--- src/rtl/omem_writeback.sv ---
// omem_writeback
//   Output-memory write-back stage. Each accepted 4-lane partial-sum row is
//   either written as-is or added into the stored word. This happens through a
//   two-stage read-modify-write on a 1R1W RAM: stage 0 issues the read and
//   stage 1 issues the write. A 1-cycle Tile_Done pulse follows the last row
//   of each tile. A CLR pulse zero-fills the whole RAM, one word per cycle.
//
// Ports
//   CLK, RSTN           clock, synchronous active-low reset
//   CLR                 pulse: start zero-clear of all 2^AW words
//   ROWS                rows per tile (1..4, 0 or >4 means 4); sampled with
//                       the first row of a tile
//   PSUM_VALID/DATA     partial-sum row; lane i at [i*PW +: PW]
//   ODST, ACC           destination word; 1 = accumulate, 0 = overwrite
//   OM_REN/RADDR/RDATA  RAM read port (RDATA valid one cycle after REN)
//   OM_WEN/WADDR/WDATA  RAM write port
//   BUSY                high while clearing
//   Tile_Done           1-cycle pulse after the last row of a tile is written
//   ERR                 sticky: a row was dropped (during clear or in CLR cycle)
//   DBG_STATE           FSM state (0 = IDLE, 1 = CLEAR)
//
// Handshake: there is no back-pressure. A row is taken whenever PSUM_VALID=1
// in IDLE without CLR in the same cycle. Otherwise the row is lost and ERR
// is raised.
module omem_writeback #(
  parameter int PW    = 16,
  parameter int LANES = 4,
  parameter int AW    = 4
) (
  input  logic                  CLK,
  input  logic                  RSTN,
  input  logic                  CLR,
  input  logic [2:0]            ROWS,
  input  logic                  PSUM_VALID,
  input  logic [LANES*PW-1:0]   PSUM_DATA,
  input  logic [AW-1:0]         ODST,
  input  logic                  ACC,
  output logic                  OM_REN,
  output logic [AW-1:0]         OM_RADDR,
  input  logic [LANES*PW-1:0]   OM_RDATA,
  output logic                  OM_WEN,
  output logic [AW-1:0]         OM_WADDR,
  output logic [LANES*PW-1:0]   OM_WDATA,
  output logic                  BUSY,
  output logic                  Tile_Done,
  output logic                  ERR,
  output logic                  DBG_STATE
);

  localparam int W = LANES * PW;
  localparam logic [AW-1:0] LAST_ADDR = '1;

  typedef enum logic {S_IDLE = 1'b0, S_CLEAR = 1'b1} state_t;

  state_t          state_q, state_d;
  logic [AW-1:0]   clr_addr_q;

  logic            s1_valid_q;
  logic [AW-1:0]   s1_addr_q;
  logic [W-1:0]    s1_data_q;
  logic            s1_acc_q;
  logic            s1_fwd_q;
  logic [W-1:0]    fwd_data_q;

  logic [1:0]      cnt_q;
  logic [2:0]      rows_eff_q;
  logic            td_q;
  logic            err_q;

  logic            clr_go, accept, drop, ren, fwd_hit;
  logic [W-1:0]    old_data, s1_wdata;
  logic [2:0]      rows_in;
  logic            last_wr;
  logic [1:0]      cnt_after;
  logic            first_row;
  logic            wen_int;
  logic [AW-1:0]   waddr_int;
  logic [W-1:0]    wdata_int;

  // ---------------- acceptance / stage 0 ----------------
  always_comb begin
    clr_go  = CLR && (state_q == S_IDLE);
    accept  = PSUM_VALID && (state_q == S_IDLE) && !CLR;
    drop    = PSUM_VALID && !accept;
    ren     = accept && ACC;
    // The RAM returns pre-write data when reading the word stage 1 is
    // writing this cycle, so the write data is forwarded instead.
    fwd_hit = ren && s1_valid_q && (s1_addr_q == ODST);
  end

  // ---------------- FSM ----------------
  always_ff @(posedge CLK) begin
    if (!RSTN) state_q <= S_IDLE;
    else       state_q <= state_d;
  end

  always_comb begin
    state_d = state_q;
    case (state_q)
      S_IDLE:  if (clr_go) state_d = S_CLEAR;
      S_CLEAR: if (clr_addr_q == LAST_ADDR) state_d = S_IDLE;
      default: state_d = S_IDLE;
    endcase
  end

  // Clear address sits at 0 in IDLE and wraps back to 0 after the last word.
  always_ff @(posedge CLK) begin
    if (!RSTN)                   clr_addr_q <= '0;
    else if (state_q == S_CLEAR) clr_addr_q <= clr_addr_q + 1'b1;
  end

  // ---------------- stage 1 ----------------
  always_ff @(posedge CLK) begin
    if (!RSTN) begin
      s1_valid_q <= 1'b0;
      s1_addr_q  <= '0;
      s1_data_q  <= '0;
      s1_acc_q   <= 1'b0;
      s1_fwd_q   <= 1'b0;
      fwd_data_q <= '0;
    end else begin
      s1_valid_q <= accept;
      if (accept) begin
        s1_addr_q <= ODST;
        s1_data_q <= PSUM_DATA;
        s1_acc_q  <= ACC;
        s1_fwd_q  <= fwd_hit;
      end
      if (fwd_hit) fwd_data_q <= s1_wdata;
    end
  end

  // Lane-wise modular add; no saturation.
  always_comb begin
    old_data = s1_fwd_q ? fwd_data_q : OM_RDATA;
    s1_wdata = '0;
    for (int i = 0; i < LANES; i++) begin
      s1_wdata[i*PW +: PW] = s1_acc_q ? (old_data[i*PW +: PW] + s1_data_q[i*PW +: PW])
                                      : s1_data_q[i*PW +: PW];
    end
  end

  // ---------------- row counter / tile done ----------------
  always_comb begin
    rows_in = ((ROWS == 3'd0) || (ROWS > 3'd4)) ? 3'd4 : ROWS;
    last_wr = s1_valid_q && ({1'b0, cnt_q} == (rows_eff_q - 3'd1));
    if (!s1_valid_q)  cnt_after = cnt_q;
    else if (last_wr) cnt_after = 2'd0;
    else              cnt_after = cnt_q + 2'd1;
    // The counter lags acceptance by one cycle. The first-row test therefore
    // uses the count after this cycle's stage-1 write, so that back-to-back
    // tiles latch ROWS on their own first row.
    first_row = accept && (cnt_after == 2'd0);
  end

  always_ff @(posedge CLK) begin
    if (!RSTN) begin
      cnt_q      <= 2'd0;
      rows_eff_q <= 3'd4;
      td_q       <= 1'b0;
    end else begin
      cnt_q <= clr_go ? 2'd0 : cnt_after;
      if (first_row) rows_eff_q <= rows_in;
      td_q <= last_wr;
    end
  end

  // ---------------- error flag ----------------
  // A row arriving with the accepted CLR sets ERR again after the clear.
  always_ff @(posedge CLK) begin
    if (!RSTN) err_q <= 1'b0;
    else begin
      if (clr_go) err_q <= 1'b0;
      if (drop)   err_q <= 1'b1;
    end
  end

  // ---------------- write port ----------------
  // Stage 1 owns the port when occupied. Clear writes take it otherwise.
  always_comb begin
    wen_int   = s1_valid_q || (state_q == S_CLEAR);
    waddr_int = s1_valid_q ? s1_addr_q : clr_addr_q;
    wdata_int = s1_valid_q ? s1_wdata : '0;
  end

  // Outputs are forced low while RSTN is low. This suppresses an in-flight
  // write and a pending Tile_Done.
  always_comb begin
    OM_REN    = RSTN && ren;
    OM_RADDR  = OM_REN ? ODST : '0;
    OM_WEN    = RSTN && wen_int;
    OM_WADDR  = OM_WEN ? waddr_int : '0;
    OM_WDATA  = OM_WEN ? wdata_int : '0;
    BUSY      = RSTN && (state_q == S_CLEAR);
    Tile_Done = RSTN && td_q;
    ERR       = RSTN && err_q;
    DBG_STATE = RSTN && (state_q == S_CLEAR);
  end

endmodule

--- config.mk ---
export PLATFORM = sky130hd
export DESIGN_NAME = omem_writeback
export DESIGN_NICKNAME = d
export VERILOG_FILES = /design/src/rtl/omem_writeback.sv
export SDC_FILE = /design/constraint.sdc
export NUM_CORES = 1
export LEC_CHECK = 0
export ABC_CLOCK_PERIOD_IN_PS = 4750
export BUFFER_PORTS_ARGS = -buffer_cell sky130_fd_sc_hd__buf_2
export CORE_UTILIZATION = 50
export CTS_CLUSTER_DIAMETER = 120
export DETAILED_ROUTE_END_ITERATION = 7
export PLACE_DENSITY = 0.74
export SYNTH_ARGS = -nofsm -noshare
export SYNTH_HDL_FRONTEND = slang
export SYNTH_SLANG_ARGS = --single-unit
--- constraint.sdc ---
create_clock -name CLK -period 4.75 [get_ports CLK]
set_input_delay 0.95 -clock CLK [delete_from_list [all_inputs] [get_ports CLK]]
set_output_delay 0.95 -clock CLK [all_outputs]
set_load 0.05 [all_outputs]
# --- Word-level counts from Yosys, hierarchy flattened ---
# Index checks and enable logic that the tools add are counted.
# Widths: inputs -> output; s select.
totals:
  register_bits: 147
  latch_bits: 0
  ram_bits: 0
  rom_bits: 0
  in_bits: 140
  out_inout_bits: 78
  word_cells: 65
  mem_count: 0
op_classes:
  n_addsub: 7
  multipliers: 0
  div_mod_pow: 0
  n_lt_le_gt_ge: 1
  eq_ne: 3
  shift: 0
  muxes: 18
  bitwise_logic: 2
  reduce_logical: 22
op_table:
  columns: ["operator", "count"]
  rows:
  - ["$mux 64", 3]
  - ["$add 16x16->16", 4]
  - ["$mux 16", 4]
  - ["$logic_and 1x1->1", 14]
  - ["$mux 4", 3]
  - ["$add 4x1->4 const B", 1]
  - ["$eq 4x4->1", 1]
  - ["$eq 4x4->1 const B", 1]
  - ["$mux 1", 4]
  - ["$mux 2", 2]
  - ["$eq 2x3->1", 1]
  - ["$gt 3x3->1 const B", 1]
  - ["$logic_not 3->1", 1]
  - ["$mux 3", 1]
  - ["$sub 3x1->3 const B", 1]
  - ["$add 2x1->2 const B", 1]
  - ["$logic_not 1->1", 2]
  - ["$logic_not 2->1", 1]
  - ["$logic_or 1x1->1", 2]
  - ["$not 1->1", 2]
  - ["$pmux 1 s2", 1]
  - ["$reduce_bool 2->1", 1]
  - ["$reduce_or 2->1", 1]

# --- Depth between registers and ports, before layout ---
logic_depth:
  ltp_word: 7
  depth_mapped: 12
  depth_no_buf: 10

# --- Worst setup path after synthesis ---
# Ideal clock, no wire load.
synth_timing:
  kind: "register to output"
  from: "register s1_fwd_q"
  to: "output port OM_WDATA[14]"
  arrival_ns: 4.571
  t_required_ns: 3.800
  slack_ns: -0.771
  path_stages_with_launch: 11
  n_path_buf: 2
  path_cell_list: "dfxtp_1 buf_1 clkbuf_1 mux2_2 fa_1 a21o_1 a21oi_1 o21ai_1 a211oi_1 o21bai_1 o311ai_0"
synth_between:
  elab_chain_cells: 5
synth_rtl:
  columns: ["item", "line_no", "rtl"]
  rows:
  - ["start, declared", "62", "logic s1_fwd_q;"]
  - ["start signal, assigned", "127", "s1_fwd_q <= fwd_hit;"]
  - ["$mux 64", "135", "old_data = s1_fwd_q ? fwd_data_q : OM_RDATA;"]
  - ["$add 16x16->16", "138", "s1_wdata[i*PW +: PW] = s1_acc_q ? (old_data[i*PW +: PW] + s1_data_q[i*PW +: PW])"]
  - ["$mux 16", "138", null]
  - ["$mux 64", "183", "wdata_int = s1_valid_q ? s1_wdata : '0;"]
  - ["$mux 64", "193", "OM_WDATA = OM_WEN ? wdata_int : '0;"]
  - ["end, declared", "43", "output logic [LANES*PW-1:0] OM_WDATA,"]
# No other way between the ends.

# --- Worst setup path in the final report ---
layout_timing:
  from: "register s1_fwd_q"
  to: "output port OM_WDATA[46]"
# Same word-level chain as after synthesis.

==> flow_metrics.env <==
export IMPL_outcome="finished, final reports clean"
export IMPL_grt_antenna_before_repair=5
export IMPL_fin_crit_ns=4.57
export IMPL_cpPeakStageDelay_ns=0.43
export IMPL_cts_inserted_buffers=17
export IMPL_ys_types=64
export IMPL_rsz0062_at_grt="yes"
export IMPL_cts_root_buf="clkbuf_16"
export IMPL_pre_cts_slack_ns=0.179
export IMPL_p_int_uw=2240
export IMPL_netlist_instances=1290
export IMPL_finalMaxSlewViolations=0
export IMPL_grt_pass1_wl_um=45700
export IMPL_critPathSlowestCell="fa_1"
export IMPL_clockBufferDepth=2
export IMPL_hold_viol_final=0
export IMPL_synth_area_per_cell_um2=7.74
export IMPL_fp_row_count=51
export IMPL_finalInstanceArea_um2=12000
export IMPL_drive_gt1_share_pct=24.1
export IMPL_skew_ns=0.00766
export IMPL_hp_class="register to register"
export IMPL_gp_congestion=0.910
export IMPL_initial_utilization_pct=51.1
export IMPL_port_buffers=217
export IMPL_die_y_um=143
export IMPL_synthArstFlopShare_pct=0
export IMPL_synth_ff_type="dfxtp_1"
export IMPL_crit_path_cell_trace="buf_4 -> mux2_2 -> ha_1 -> fa_1 -> a21oi_1 -> o21ai_0 -> a21oi_1 -> o31ai_1 -> o21ai_0 -> nand3_1 -> a21oi_1 -> buf_2"
export IMPL_hold_slack_ns=0.458
export IMPL_syn_num_nets=1497
export IMPL_area_delta_synth_final_pct=20.0
export IMPL_yosysMostFrequentCell="nand2_1"
export IMPL_grt_pass1_vias=9135
export IMPL_multi_input_area_um2=6660
export IMPL_max_vdd_ir_drop_mv=0.250
export IMPL_fin_setup_tns_ns=0
export IMPL_leakage_uw=0.00500
export IMPL_routedWlPerCell_um=16.6
export IMPL_max_freq_mhz=219
export IMPL_p_switching_uw=907
export IMPL_cts_sinks=147
export IMPL_cellPowerDensity_nw_per_um2=263
export IMPL_netlist_top_cells_count="187 x nand2_1, 174 x a21oi_1, 148 x nor2_1, 147 x dfxtp_1, 63 x ha_1"
export IMPL_setup_viol=0
export IMPL_yosysWarnings=0
export IMPL_ys_seq_area_share_pct=29.5
export IMPL_syn_cell_area_um2=9980
export IMPL_cts_tree="yes"
export IMPL_instances_no_fill=1758
export IMPL_gr_total_overflow=0
export IMPL_p_comb_share_pct=17.4
export IMPL_grt_max_degree=48
export IMPL_required_ns=3.80
export IMPL_placed_cells=1714
export IMPL_clkSlewWorstSetupHoldPaths_ns=0.06
export IMPL_fillers=1826
export IMPL_p_sw_share_pct=28.8
export IMPL_nets=1683
export IMPL_crit_top_cell="a21oi_1"
export IMPL_drc_errors=0
export IMPL_synth_edf_count=0
export IMPL_end_kind="primary output"
export IMPL_cp_max_fo=6
export IMPL_fin_ws_ns=0.183
export IMPL_yosys_area_top_type="dfxtp_1"
export IMPL_tightest_slew_ns=0.815
export IMPL_timing_final_crit_share_pct=96.1
export IMPL_wirelength_um=29100
export IMPL_drtIter0Drc=457
export IMPL_startpoint_type="register"
export IMPL_via_per_inst=5.66
export IMPL_dieArea_um2=20500
export IMPL_post_dp_cell_area_um2=11300
export IMPL_drt_pass1_iter_count=5
export IMPL_ys_ff_latch=147
export IMPL_regArea_um2=2950
export IMPL_synth_area_leaders="dfxtp_1 29%, a21oi_1 8.7%, ha_1 7.9%"
export IMPL_vias=9949
export IMPL_critPathArrivalTime_ns=3.62
export IMPL_grt_use_total_pct=28.4
export IMPL_relSlewSlack_pct=45.5
export IMPL_htree_levels=4
export IMPL_ant_nets=0
export IMPL_clkPwrFrac_pct=41.5
export IMPL_synth_top_cell_area_share_pct=29.5
export IMPL_dp_hpwl_um=20600
export IMPL_pwr_share_seq_pct=41.1
export IMPL_dieWidth_um=143
export IMPL_critical_path_class="register to primary output"
export IMPL_core_area_um2=19500
export IMPL_cap_violations=0
export IMPL_insertion_delay_ns=0.43
export IMPL_io_pins=218
[state kept, by name, summed over array words and instances (netlist names), 2 cells and up]
signal      count
s1_addr_q       4
clr_addr_q      4
cnt_q           2
rows_eff_q      3
s1_data_q      64
fwd_data_q     64
[what timing repair did]
item                                    in CTS  in global routing
hold buffers                                 0                  0
buffers inserted                             7                  1
pin swaps                                    0                  2
gates resized for setup                      0                 15
endpoints found under the setup margin       1                  8
[layout make-up]
class	count	area share (%)
multi-input combinational	1041	55.6
sequential	147	24.6
timing repair buffer	247	11.5
clock buffer	21	3.94
tap	265	2.77
inverter	22	0.710
clock inverter	9	0.679
antenna	6	0.125
[power groups by stage]
| stage | combinational, uW | clock [uW] | sequential, uW |
|---|---|---|---|
| after floorplan | 391 | 0 | 1310 |
| after global placement | 531 | 0 | 1320 |
| after detailed placement | 537 | 0 | 1320 |
| after CTS | 542 | 1320 | 1300 |
| after global routing | 606 | 1370 | 1300 |
| final | 548 | 1310 | 1300 |
[final timing paths]
path         slack, ns              to  cells after the start           start
min reg2reg       0.46  fwd_data_q[56]                      2  fwd_data_q[56]
max               0.18    OM_WDATA[46]                     12        s1_fwd_q
min               0.46  fwd_data_q[56]                      2  fwd_data_q[56]
max reg2reg       1.64  fwd_data_q[58]                     11        s1_fwd_q
[placed cells by master, fill, tap and decap left out, types with 5 or more instances in the layout]
| cell | synthesis | routed |
|---|---|---|
| nand2b_1 | 10 | 10 |
| a21oi_1 | 174 | 171 |
| clkbuf_4 | 0 | 5 |
| buf_4 | 2 | 28 |
| diode_2 | 0 | 6 |
| dfxtp_1 | 147 | 145 |
| o211ai_1 | 9 | 9 |
| xor2_1 | 16 | 16 |
| nor2_1 | 148 | 148 |
| and2_1 | 16 | 15 |
| mux2i_1 | 43 | 43 |
| inv_1 | 22 | 21 |
| clkbuf_16 | 0 | 18 |
| o21bai_1 | 8 | 8 |
| nand2_1 | 187 | 185 |
| a21o_1 | 26 | 26 |
| nor2b_1 | 8 | 8 |
| buf_2 | 12 | 210 |
| xnor2_1 | 29 | 29 |
| o31ai_1 | 5 | 5 |
| o21a_1 | 5 | 5 |
| o21ai_0 | 60 | 59 |
| nand3_1 | 20 | 20 |
| ha_1 | 63 | 63 |
| nand4_1 | 10 | 10 |
| a31oi_1 | 15 | 15 |
| and3_1 | 9 | 9 |
| mux2_2 | 62 | 62 |
| nor3_1 | 11 | 11 |
| a211oi_1 | 45 | 42 |
[per-stage QoR]
stage / power (uW) / utilization (%)
floorplan: 1700 / -
global placement: 1850 / 57.9
detailed placement: 1860 / 57.9
CTS: 3160 / 61.0
global route: 3280 / 61.3
finish: 3150 / 61.3
[critical path: cells and delay by family (launching register included)]
family                     cells  cell delay [ns]
adders and majority gates      2             0.65
buffers and inverters          2             0.46
and+or+nand+nor                1             0.11
AOI/OAI and AO/OA              6             1.23
DFF                            1             0.40
muxes                          1             0.34
[metal layers]
layer / GRT usage [%] / part of all wire (%) / vias up
met1: 38.4 / 47 / 4641
met4: 9.41 / 1.8 / 2
li1: - / - / 4967
met5: 0 / 0.041 / -
met3: 3.79 / 5.3 / 37
met2: 46.5 / 46 / 302
[cell families after synthesis]
logic type / share of synthesized area [%]
and+or+nand+nor: 19.8
AOI/OAI and AO/OA: 22.5
DFF: 29.5
muxes: 11.3
buffers and inverters: 4.21
adders and majority gates: 8.70
xor gates and xnor gates: 3.95
Power figures use the tool's default switching activity.
